### config.mk
export PLATFORM = sky130hd
export DESIGN_NAME = time_field_store
export DESIGN_NICKNAME = d
export VERILOG_FILES = /design/src/rtl/time_field_store.sv
export SDC_FILE = /design/constraint.sdc
export NUM_CORES = 1
export LEC_CHECK = 0
export BUFFER_PORTS_ARGS = -buffer_cell sky130_fd_sc_hd__buf_2
export CORE_MARGIN = 2
export CORE_UTILIZATION = 58
export CTS_CLUSTER_SIZE = 25
export DETAILED_ROUTE_END_ITERATION = 12
export PLACE_DENSITY = 0.82
export SLEW_MARGIN = 0
export SYNTH_ARGS = -nofsm -noshare
export SYNTH_HDL_FRONTEND = slang
export SYNTH_SLANG_ARGS = --single-unit
### constraint.sdc
create_clock -name clk -period 2.6 [get_ports clk]
set_input_delay 0.13 -clock clk [delete_from_list [all_inputs] [get_ports clk]]
set_output_delay 0.13 -clock clk [all_outputs]
set_load 0.05 [all_outputs]
### src/rtl/time_field_store.sv
// time_field_store: holds the clock's hours/minutes/seconds as packed BCD,
// advances on a 1 Hz tick and applies single-step up/down edits to the
// field picked by the one-hot cursor. An edit in the same cycle as a tick
// wins; the tick is held over (at most one) and applied on the next free cycle.
module time_field_store #(
   parameter bit         TWENTY_FOUR_HOUR = 1'b1,
   parameter logic [7:0] RESET_HOURS      = 8'h00
) (
   input  logic       clk,
   input  logic       reset,
   input  logic       tick,
   input  logic       up,
   input  logic       down,
   input  logic [2:0] cursorPos,
   output logic [7:0] hoursBcd,
   output logic [7:0] minutesBcd,
   output logic [7:0] secondsBcd,
   output logic       editAck
);

   localparam int unsigned FW = 8;
   localparam int unsigned NW = 4;

   localparam logic [FW-1:0] MS_MIN   = 8'h00;
   localparam logic [FW-1:0] MS_MAX   = 8'h59;
   localparam logic [FW-1:0] HOUR_MIN = TWENTY_FOUR_HOUR ? 8'h00 : 8'h01;
   localparam logic [FW-1:0] HOUR_MAX = TWENTY_FOUR_HOUR ? 8'h23 : 8'h12;

   localparam logic [2:0] SEL_SEC  = 3'b001;
   localparam logic [2:0] SEL_MIN  = 3'b010;
   localparam logic [2:0] SEL_HOUR = 3'b100;

   // BCD increment with wrap from hi back to lo
   function automatic logic [FW-1:0] bcd_inc(input logic [FW-1:0] v,
                                             input logic [FW-1:0] lo,
                                             input logic [FW-1:0] hi);
      logic [FW-1:0] r;
      if (v == hi)
         r = lo;
      else if (v[NW-1:0] == 4'd9)
         r = {NW'(v[FW-1:NW] + 4'd1), 4'd0};
      else
         r = {v[FW-1:NW], NW'(v[NW-1:0] + 4'd1)};
      return r;
   endfunction

   // BCD decrement with wrap from lo back to hi
   function automatic logic [FW-1:0] bcd_dec(input logic [FW-1:0] v,
                                             input logic [FW-1:0] lo,
                                             input logic [FW-1:0] hi);
      logic [FW-1:0] r;
      if (v == lo)
         r = hi;
      else if (v[NW-1:0] == 4'd0)
         r = {NW'(v[FW-1:NW] - 4'd1), 4'd9};
      else
         r = {v[FW-1:NW], NW'(v[NW-1:0] - 4'd1)};
      return r;
   endfunction

   logic          pending_tick;
   logic          pending_nxt;
   logic          edit_req;
   logic          cursor_onehot;
   logic          edit_ok;
   logic          do_tick;
   logic [FW-1:0] hours_nxt;
   logic [FW-1:0] minutes_nxt;
   logic [FW-1:0] seconds_nxt;

   // Next-state: edit has priority; otherwise apply one (incoming or held) tick
   always_comb begin
      hours_nxt     = hoursBcd;
      minutes_nxt   = minutesBcd;
      seconds_nxt   = secondsBcd;
      pending_nxt   = pending_tick;
      edit_req      = up ^ down;
      cursor_onehot = (cursorPos == SEL_SEC) || (cursorPos == SEL_MIN) ||
                      (cursorPos == SEL_HOUR);
      edit_ok       = edit_req && cursor_onehot;
      do_tick       = !edit_ok && (tick || pending_tick);

      if (edit_ok) begin
         pending_nxt = pending_tick || tick;
         case (cursorPos)
            SEL_SEC:  seconds_nxt = up ? bcd_inc(secondsBcd, MS_MIN, MS_MAX)
                                       : bcd_dec(secondsBcd, MS_MIN, MS_MAX);
            SEL_MIN:  minutes_nxt = up ? bcd_inc(minutesBcd, MS_MIN, MS_MAX)
                                       : bcd_dec(minutesBcd, MS_MIN, MS_MAX);
            SEL_HOUR: hours_nxt   = up ? bcd_inc(hoursBcd, HOUR_MIN, HOUR_MAX)
                                       : bcd_dec(hoursBcd, HOUR_MIN, HOUR_MAX);
            default:  ;
         endcase
      end else if (do_tick) begin
         pending_nxt = 1'b0;
         seconds_nxt = bcd_inc(secondsBcd, MS_MIN, MS_MAX);
         if (secondsBcd == MS_MAX) begin
            minutes_nxt = bcd_inc(minutesBcd, MS_MIN, MS_MAX);
            if (minutesBcd == MS_MAX)
               hours_nxt = bcd_inc(hoursBcd, HOUR_MIN, HOUR_MAX);
         end
      end
   end

   // Time fields, held-over tick and edit acknowledge
   always_ff @(posedge clk or posedge reset) begin
      if (reset) begin
         hoursBcd     <= RESET_HOURS;
         minutesBcd   <= 8'h00;
         secondsBcd   <= 8'h00;
         pending_tick <= 1'b0;
         editAck      <= 1'b0;
      end else begin
         hoursBcd     <= hours_nxt;
         minutesBcd   <= minutes_nxt;
         secondsBcd   <= seconds_nxt;
         pending_tick <= pending_nxt;
         editAck      <= edit_ok;
      end
   end

endmodule

# Word level (Yosys, flattened, before mapping)
# Cells that the tools add are included.
[totals]
in_bits = 8
wordCells = 86
register_bits = 26
[op_classes]
n_bitwise = 1
eq_ne = 15
reduce_logical = 21
add_sub_neg = 12
mux = 29
[ops]
columns = ["cell", "count"]
rows = [
  ["8-bit 2-to-1 mux", 27],
  ["4-bit by 1-bit adder with 4-bit output (second input constant)", 6],
  ["8-bit zero test", 3],
  ["4-bit by 1-bit subtractor with 4-bit output (second input constant)", 6],
  ["8-bit by 7-bit equality test with 1-bit output (second input constant)", 2],
  ["4-bit equality test (second input constant)", 3],
  ["4-bit zero test", 3],
  ["4-bit by 2-bit != test with 1-bit output (second input constant)", 3],
  ["8-bit by 6-bit equality test with 1-bit output (second input constant)", 1],
  ["4-bit AND reduction", 2],
  ["2-bit by 1-bit != test with 1-bit output (second input constant)", 3],
  ["3-bit AND reduction", 2],
  ["2-bit nonzero test", 3],
  ["5-bit AND reduction", 1],
  ["3-bit by 1-bit equality test with 1-bit output (second input constant)", 1],
  ["3-bit by 2-bit equality test with 1-bit output (second input constant)", 1],
  ["3-bit equality test (second input constant)", 1],
  ["1-bit logical OR", 3],
  ["1-bit logical AND", 2],
  ["1-bit 2-to-1 mux", 2],
  ["2-bit AND reduction", 1],
  ["1-bit zero test", 1],
  ["1-bit XOR", 1],
]

# Longest topological paths before layout
# Gate-level depths: netlist (run 1).
[logic_depth]
depth_word = 8
ltp_mapped = 8
mapped_depth_nobuf = 7

# Worst setup path after synthesis (run 1)
# OpenSTA, ideal clock, no wires.
[synth_timing]
kind = "register to register"
from = "reg secondsBcd[0]"
to = "reg hoursBcd[7]"
required_time_ns = 2.454
stages_incl_launch_ff = 7
path_slack_ns = 0.175
period_less_slack_ns = 2.425
t_arrival_ns = 2.279
path_buffers = 0
setup_time_ns = 0.146
path_cell_list = "dfrtp_1 > ha_1 > nand3b_4 > or3_4 > o31a_1 > o41ai_2 > o31ai_1"
[synth_between]
elab_chain_len = 3
[synth_rtl]
columns = ["item", "line_no", "rtl"]
rows = [
  ["from (decl)", "17", "output logic [7:0] secondsBcd,"],
  ["from (signal assigned)", "116", "secondsBcd <= seconds_nxt;"],
  ["8-bit by 7-bit equality test with 1-bit output", "97", "if (secondsBcd == MS_MAX) begin"],
  ["2-bit nonzero test (no source line)", "n/a", ""],
  ["5-bit AND reduction (no source line)", "n/a", ""],
  ["to (signal assigned)", "114", "hoursBcd <= hours_nxt;"],
  ["to (decl)", "15", "output logic [7:0] hoursBcd,"],
]
# Every way passes these cells.
# A chain may end at the register's enable or synchronous reset.

# Final worst setup path (run 1)
[layout_timing]
from = "reg secondsBcd[1]"
to = "reg minutesBcd[7]"
[layout_between]
elab_chain_len = 3
[layout_rtl]
columns = ["item", "line_no", "rtl"]
rows = [
  ["8-bit by 7-bit equality test with 1-bit output", "97", ""],
  ["2-bit nonzero test (no source line)", "n/a", ""],
  ["4-bit AND reduction (no source line)", "n/a", ""],
  ["to (signal assigned)", "115", "minutesBcd <= minutes_nxt;"],
  ["to (decl)", "16", "output logic [7:0] minutesBcd,"],
]
# Every way passes these cells.

==> flow_summary.toml, run 1 <==
[placed_design]
place.gp.congestion = 0.874
dp_hpwl_um = 3950
dpl_cell_area_um2 = 2590
numPortBuffers = 32
dp_slack_ns = 0.323

[logic_synthesis]
yosys_register_bits = 26
async_flop_share_pct = 100
synth_cell_types = 66
synth_top_flop_cell = "dfrtp_1"
synth_top_area_share_pct = 27.0
avgSynthCellArea_um2 = 8.88
syn_inst = 271
synth_area_um2 = 2410
synth_edf_count = 0
yosys_warnings = 0
seq_area_frac_synth_pct = 27.0
yosysTopAreaCell = "dfrtp_1"
synth_area_leaders = "dfrtp_1 (27%), ha_1 (12%), mux2i_1 (3.7%)"
syn_nets = 302

[layout]
post-route-util_pct = 66.3
fillCellCount = 324
multi_input_area_um2 = 1620
n_antenna_cell = 0
nNetsFinal = 330
ff_latch_area_um2 = 651
area_growth_pct = 10.2
final_layout_size_suffix_gt1_share_pct = 18.5
stdcell_area_um2 = 2650

[power]
powerDensity_nw_per_um2 = 1160
ir_drop_mv = 0.601
leakagePower_uw = 0.00121

[clocking]
cts_root_buf = "clkbuf_8"
htreeDepth = 1
cts_tree = "yes"
cts_buffer_depth = 2
path_clk_slew_ns = 0.09
cts.sinks = 26
post_cts_buffers = 0
cts_made_buffers = 3
clk_latency_ns = 0.27

[worst_setup_path]
r2r_cells = 7
endpoint_kind = "flip-flop"
worstPathArrival_ns = 2.46
startpoint = "secondsBcd[1]"
reg2reg_from = "secondsBcd[1]"
r2r_slack_ns = 0.31
r2r_end = "minutesBcd[7]"
cp-start-kind = "flip-flop"
crit_path_end = "minutesBcd[7]"
required_ns = 2.77
critical_path_class = "flip-flop to flip-flop"
crit_fanout = 14

[global_routing]
grt_pass1_wl_um = 8790
antenna_found_initial = 0
grt_max_degree = 28
overflow = 0
first_global_vias = 1945
global_route.usage.total_pct = 24.1

[timing]
hold_ws_ns = 0.224
fmax_mhz = 437
slew_headroom_pct = 40.1
fin_ws_ns = 0.310
min_period_ns = 2.29
final-max-slew-violation-count = 0
hold_viol = 0
skew_ns = 0.00383
rsz0062_at_grt = "false"
fin_crit_sh_pct = 88.1
finalSetupTns_ns = 0
setup_viol = 0
worst_pin_slew_ns = 0.898

[floorplan]
die_w_um = 68.4
fp-row-count = 23
dieArea_um2 = 4680
initial_utilization_pct = 60.2
die_y_um = 68.4
coreArea_um2 = 4000
io_pins = 33

[drt]
via_count = 2184
via_per_inst = 6.28
routed_wl_um = 5370
firstDrtPassIters = 5
drt_iter0_drc = 225
wl_per_cell_um = 15.4
drcViolationCount = 0
ant_nets = 0

[flow_run]
cap_violations = 0

[worst_hold_path]
min_path_type = "input port to flip-flop"

[outcome]
outcome = "finished, final reports clean"
-- power breakdown --
group / internal, uW / switching, uW
sequential: 566 / 313
clock: 135 / 126
combinational: 627 / 1310
-- metal layers --
layer  share of wire (%)  up-vias  track usage, %  wire (um)
met3                 5.7        5            2.14        308
met4                0.84        0            7.00         45
li1                    -     1079               -          -
met1                  47     1028            35.5       2550
met5                   0        -               0          0
met2                  46       72            37.5       2470
-- stage by stage --
step / instances / power, uW
global placement: 343 / 2760
CTS: 348 / 3070
global route: 348 / 3320
finish: 348 / 3080
detailed placement: 343 / 2800
floorplan: 271 / 2380
-- area by class of cell --
cell class | count | share of cell area (%)
clock buffer | 4 | 2.07
inverter | 17 | 2.40
multi-input combinational | 216 | 61.2
sequential | 26 | 24.5
tap | 50 | 2.36
timing repair buffer | 35 | 7.45
-- cell families after synthesis --
logic type                 synth area share [%]
adders and majority gates                  12.0
and+or+nand+nor                            20.6
xor gates and xnor gates                   1.09
buffers and inverters                      5.51
DFF                                        27.0
AOI/OAI and AO/OA                          29.1
muxes                                      4.68
-- worst max-delay path, stage by stage, from the launching register on --
cell and delay, ns:
dfrtp_1 0.44, inv_1 0.12, ha_1 0.26, nand3b_4 0.10, or3_4 0.40, mux2_2 0.39
a21o_1 0.22, o31ai_1 0.26
-- cells in the final DEF (no fill, tap or decap), types with 6 or more instances in the layout --
cell type  netlist  layout
a21oi_1         11      11
nor2b_1          6       6
dfrtp_1         26      26
nor2_1          18      18
and3_1           6       6
buf_2            5      32
nand2_1         15      15
o21ai_0         18      18
inv_1           17      17
o31ai_1          6       6
nor3_1           7       7
nand3_1          6       6
ha_1            23      23
mux2i_1          9       9
a31oi_1          6       6
nand4_1          6       6
-- worst min-delay path by stage --
stage,endpoint,cells after the start,slack [ns],from
2_1_floorplan,editAck,1,0.17,reset
3_3_place_gp,pending_tick,3,0.21,reset
3_5_place_dp,hoursBcd[3],3,0.21,reset
4_1_cts,pending_tick,3,0.23,tick
5_1_grt,pending_tick,3,0.24,tick
6_report,pending_tick,3,0.22,tick
-- sequential cells by signal (all words and copies together), names as in the netlist --
| name | flops |
|---|---|
| secondsBcd | 8 |
| editAck | 1 |
| hoursBcd | 8 |
| pending_tick | 1 |
| minutesBcd | 8 |
-- synth_stat cells (4+ instances only) --
master	count
dfrtp_1	26
ha_1	23
nor2_1	18
o21ai_0	18
inv_1	17
nand2_1	15
a21oi_1	11
mux2i_1	9
nor3_1	7
a31oi_1	6
and3_1	6
nand3_1	6
nand4_1	6
nor2b_1	6
o31ai_1	6
buf_2	5
a211oi_1	4
a32oi_1	4
nand2b_1	4
o21ai_1	4
-- repair_timing --
item | in CTS | in global routing
resized for setup | 0 | 0
hold buffers | 1 | 0
endpoints found under the hold margin | 26 | 0
Note: power is estimated with default switching activity, not from simulation.
==> inputs of run 2 (changes only) <==
--- a/config.mk
+++ b/config.mk
@@ -7,11 +7,11 @@
 export LEC_CHECK = 0
 export BUFFER_PORTS_ARGS = -buffer_cell sky130_fd_sc_hd__buf_2
 export CORE_MARGIN = 2
-export CORE_UTILIZATION = 58
+export CORE_UTILIZATION = 53
 export CTS_CLUSTER_SIZE = 25
 export DETAILED_ROUTE_END_ITERATION = 12
-export PLACE_DENSITY = 0.82
-export SLEW_MARGIN = 0
+export PLACE_DENSITY = 0.79
+export SLEW_MARGIN = 20
 export SYNTH_ARGS = -nofsm -noshare
 export SYNTH_HDL_FRONTEND = slang
 export SYNTH_SLANG_ARGS = --single-unit
==> constraint.sdc (replaced) <==
create_clock -name clk -period 1.9 [get_ports clk]
set_input_delay 0.095 -clock clk [delete_from_list [all_inputs] [get_ports clk]]
set_output_delay 0.095 -clock clk [all_outputs]
set_load 0.05 [all_outputs]
==> run 2 against run 1 <==
The run now ends with negative setup slack left; die area rose by 8.9%; total power rose by 75%; sequential share of layout area fell by 4.2 points; flip-flop and latch count did not move; core utilization rose by 9.4 points; clock-buffer cell count fell by 1; critical endpoint is now minutesBcd[6].
==> flow_summary.toml, run 2 (synthesis gave the netlist of run 1 again) <==
[power]
p_clk_share_pct = 8.6
p_comb_share_pct = 71.1
powerDensity_nw_per_um2 = 1630
switching_power_uw = 2810
switching_share_pct = 52.1
power.internal_uw = 2590
leakagePower_uw = 0.00151
sequentialPowerShare_pct = 20.2
ir_drop_mv = 0.966

[global_routing]
grt_pass1_wl_um = 11200
global_route.usage.total_pct = 26.9
antenna_found_initial = 0
overflow = 0
grt_max_degree = 27
first_global_vias = 2394

[placed_design]
place.gp.congestion = 0.860
dpl_cell_area_um2 = 3070
numPortBuffers = 32
dp_hpwl_um = 4880
dp_slack_ns = -0.120

[clocking]
cts.sinks = 26
cts_made_buffers = 3
cts_root_buf = "clkbuf_8"
cts_buffer_depth = 2
cts_tree = "yes"
clk_latency_ns = 0.28
path_clk_slew_ns = 0.09
htreeDepth = 1

[timing]
fmax_mhz = 505
final-max-slew-violation-count = 0
setup_viol = 10
min_period_ns = 1.98
fin_crit_sh_pct = 104
finalSetupTns_ns = -0.404
slew_headroom_pct = 76.9
rsz0062_at_grt = "true"
skew_ns = 0.00497
hold_viol = 0
worst_pin_slew_ns = 0.343
fin_ws_ns = -0.0802

[worst_setup_path]
endpoint_kind = "flip-flop"
startpoint = "secondsBcd[5]"
critical_path_class = "flip-flop to flip-flop"
reg2reg_from = "secondsBcd[5]"
required_ns = 2.07
cp-start-kind = "flip-flop"
crit_fanout = 6
worstPathArrival_ns = 2.15

[layout]
nNetsFinal = 386
final_layout_size_suffix_gt1_share_pct = 43.2
reg_top3 = "hoursBcd (8), minutesBcd (8), secondsBcd (8)"
n_antenna_cell = 0
layout_common_cells = "buf_4 (53), buf_2 (32), ha_1 (19)"
layout_commonest_cell = "buf_4"
area_growth_pct = 37.1
ff_latch_area_um2 = 669
fillCellCount = 298
multi_input_area_um2 = 1800
stdcell_area_um2 = 3300

[worst_hold_path]
min_path_type = "input port to flip-flop"
hp-start = "tick"

[floorplan]
io_pins = 33
fp-row-count = 24
die_y_um = 71.4
die_w_um = 71.4
initial_utilization_pct = 55.3
coreArea_um2 = 4350
dieArea_um2 = 5100

[drt]
firstDrtPassIters = 5
drcViolationCount = 0
routed_wl_um = 7000
via_count = 2535
wl_per_cell_um = 17.2
via_per_inst = 6.24
ant_nets = 0
drt_iter0_drc = 256

[outcome]
failed_checks = "negative setup slack"
outcome = "finished, violations left"

[flow_run]
cap_violations = 0
-- run 2: layout make-up --
type | count | area share (%)
repair buffers | 91 | 19.2
clock buffers | 3 | 1.25
inverters | 17 | 1.93
flip-flops and latches | 26 | 20.3
multi-input cells | 216 | 54.5
well taps | 52 | 1.97
clock inverters | 1 | 0.910
-- run 2: per-layer routing --
metal / share of wire [%] / global-route usage [%] / up-vias
li1: - / - / 1192
met3: 4.6 / 3.38 / 27
met1: 43 / 34.6 / 1216
met5: 0 / 0 / -
met2: 50 / 47.3 / 100
met4: 2.5 / 8.18 / 0
-- run 2: worst max-delay path, cell delays in order (launching register included) --
cell and delay (ns):
dfrtp_2 0.41, inv_2 0.07, ha_4 0.13, nand3b_1 0.09, or3_4 0.40, mux2_4 0.33, a311o_1 0.27, a21o_1 0.17
-- run 2: path summary, 6_finish.rpt --
check                                      to  slack (ns)  cells past startpoint
worst max-delay path            minutesBcd[6]       -0.08                      7
worst min-delay path             pending_tick        0.13                      3
worst max register to register  minutesBcd[6]       -0.08                      7
worst min register to register  secondsBcd[0]        0.56                      1
min in group asynchronous         hoursBcd[7]        0.41                      4
max in group asynchronous       secondsBcd[4]        1.20                      4
-- run 2: power groups by stage --
| stage | Clock, uW | Sequential, uW | Combinational [uW] |
|---|---|---|---|
| after floorplan | 0 | 1950 | 1460 |
| after global placement | 0 | 1060 | 3430 |
| after detailed placement | 0 | 1080 | 3520 |
| after CTS | 476 | 1070 | 3630 |
| after global routing | 491 | 1130 | 4110 |
| final | 467 | 1090 | 3840 |
-- run 2: per-stage QoR --
step / cells / hold slack, ns / power [uW] / utilization, %
6_report: 406 / 0.130 / 5390 / 75.8
5_1_grt: 406 / 0.149 / 5730 / 75.8
4_1_cts: 403 / 0.168 / 5180 / 73.9
3_5_place_dp: 395 / 0.174 / 4600 / 70.6
3_3_place_gp: 395 / 0.174 / 4490 / 70.6
2_1_floorplan: 271 / 0.134 / 3410 / -
-- run 2: what timing repair did --
item,CTS,global route
cloned,0,0
resized for setup,11,15
pin swaps,2,2
buffers inserted,3,3
endpoints found under the setup margin,12,20
hold buffers,1,0
hold endpoints to repair,26,0
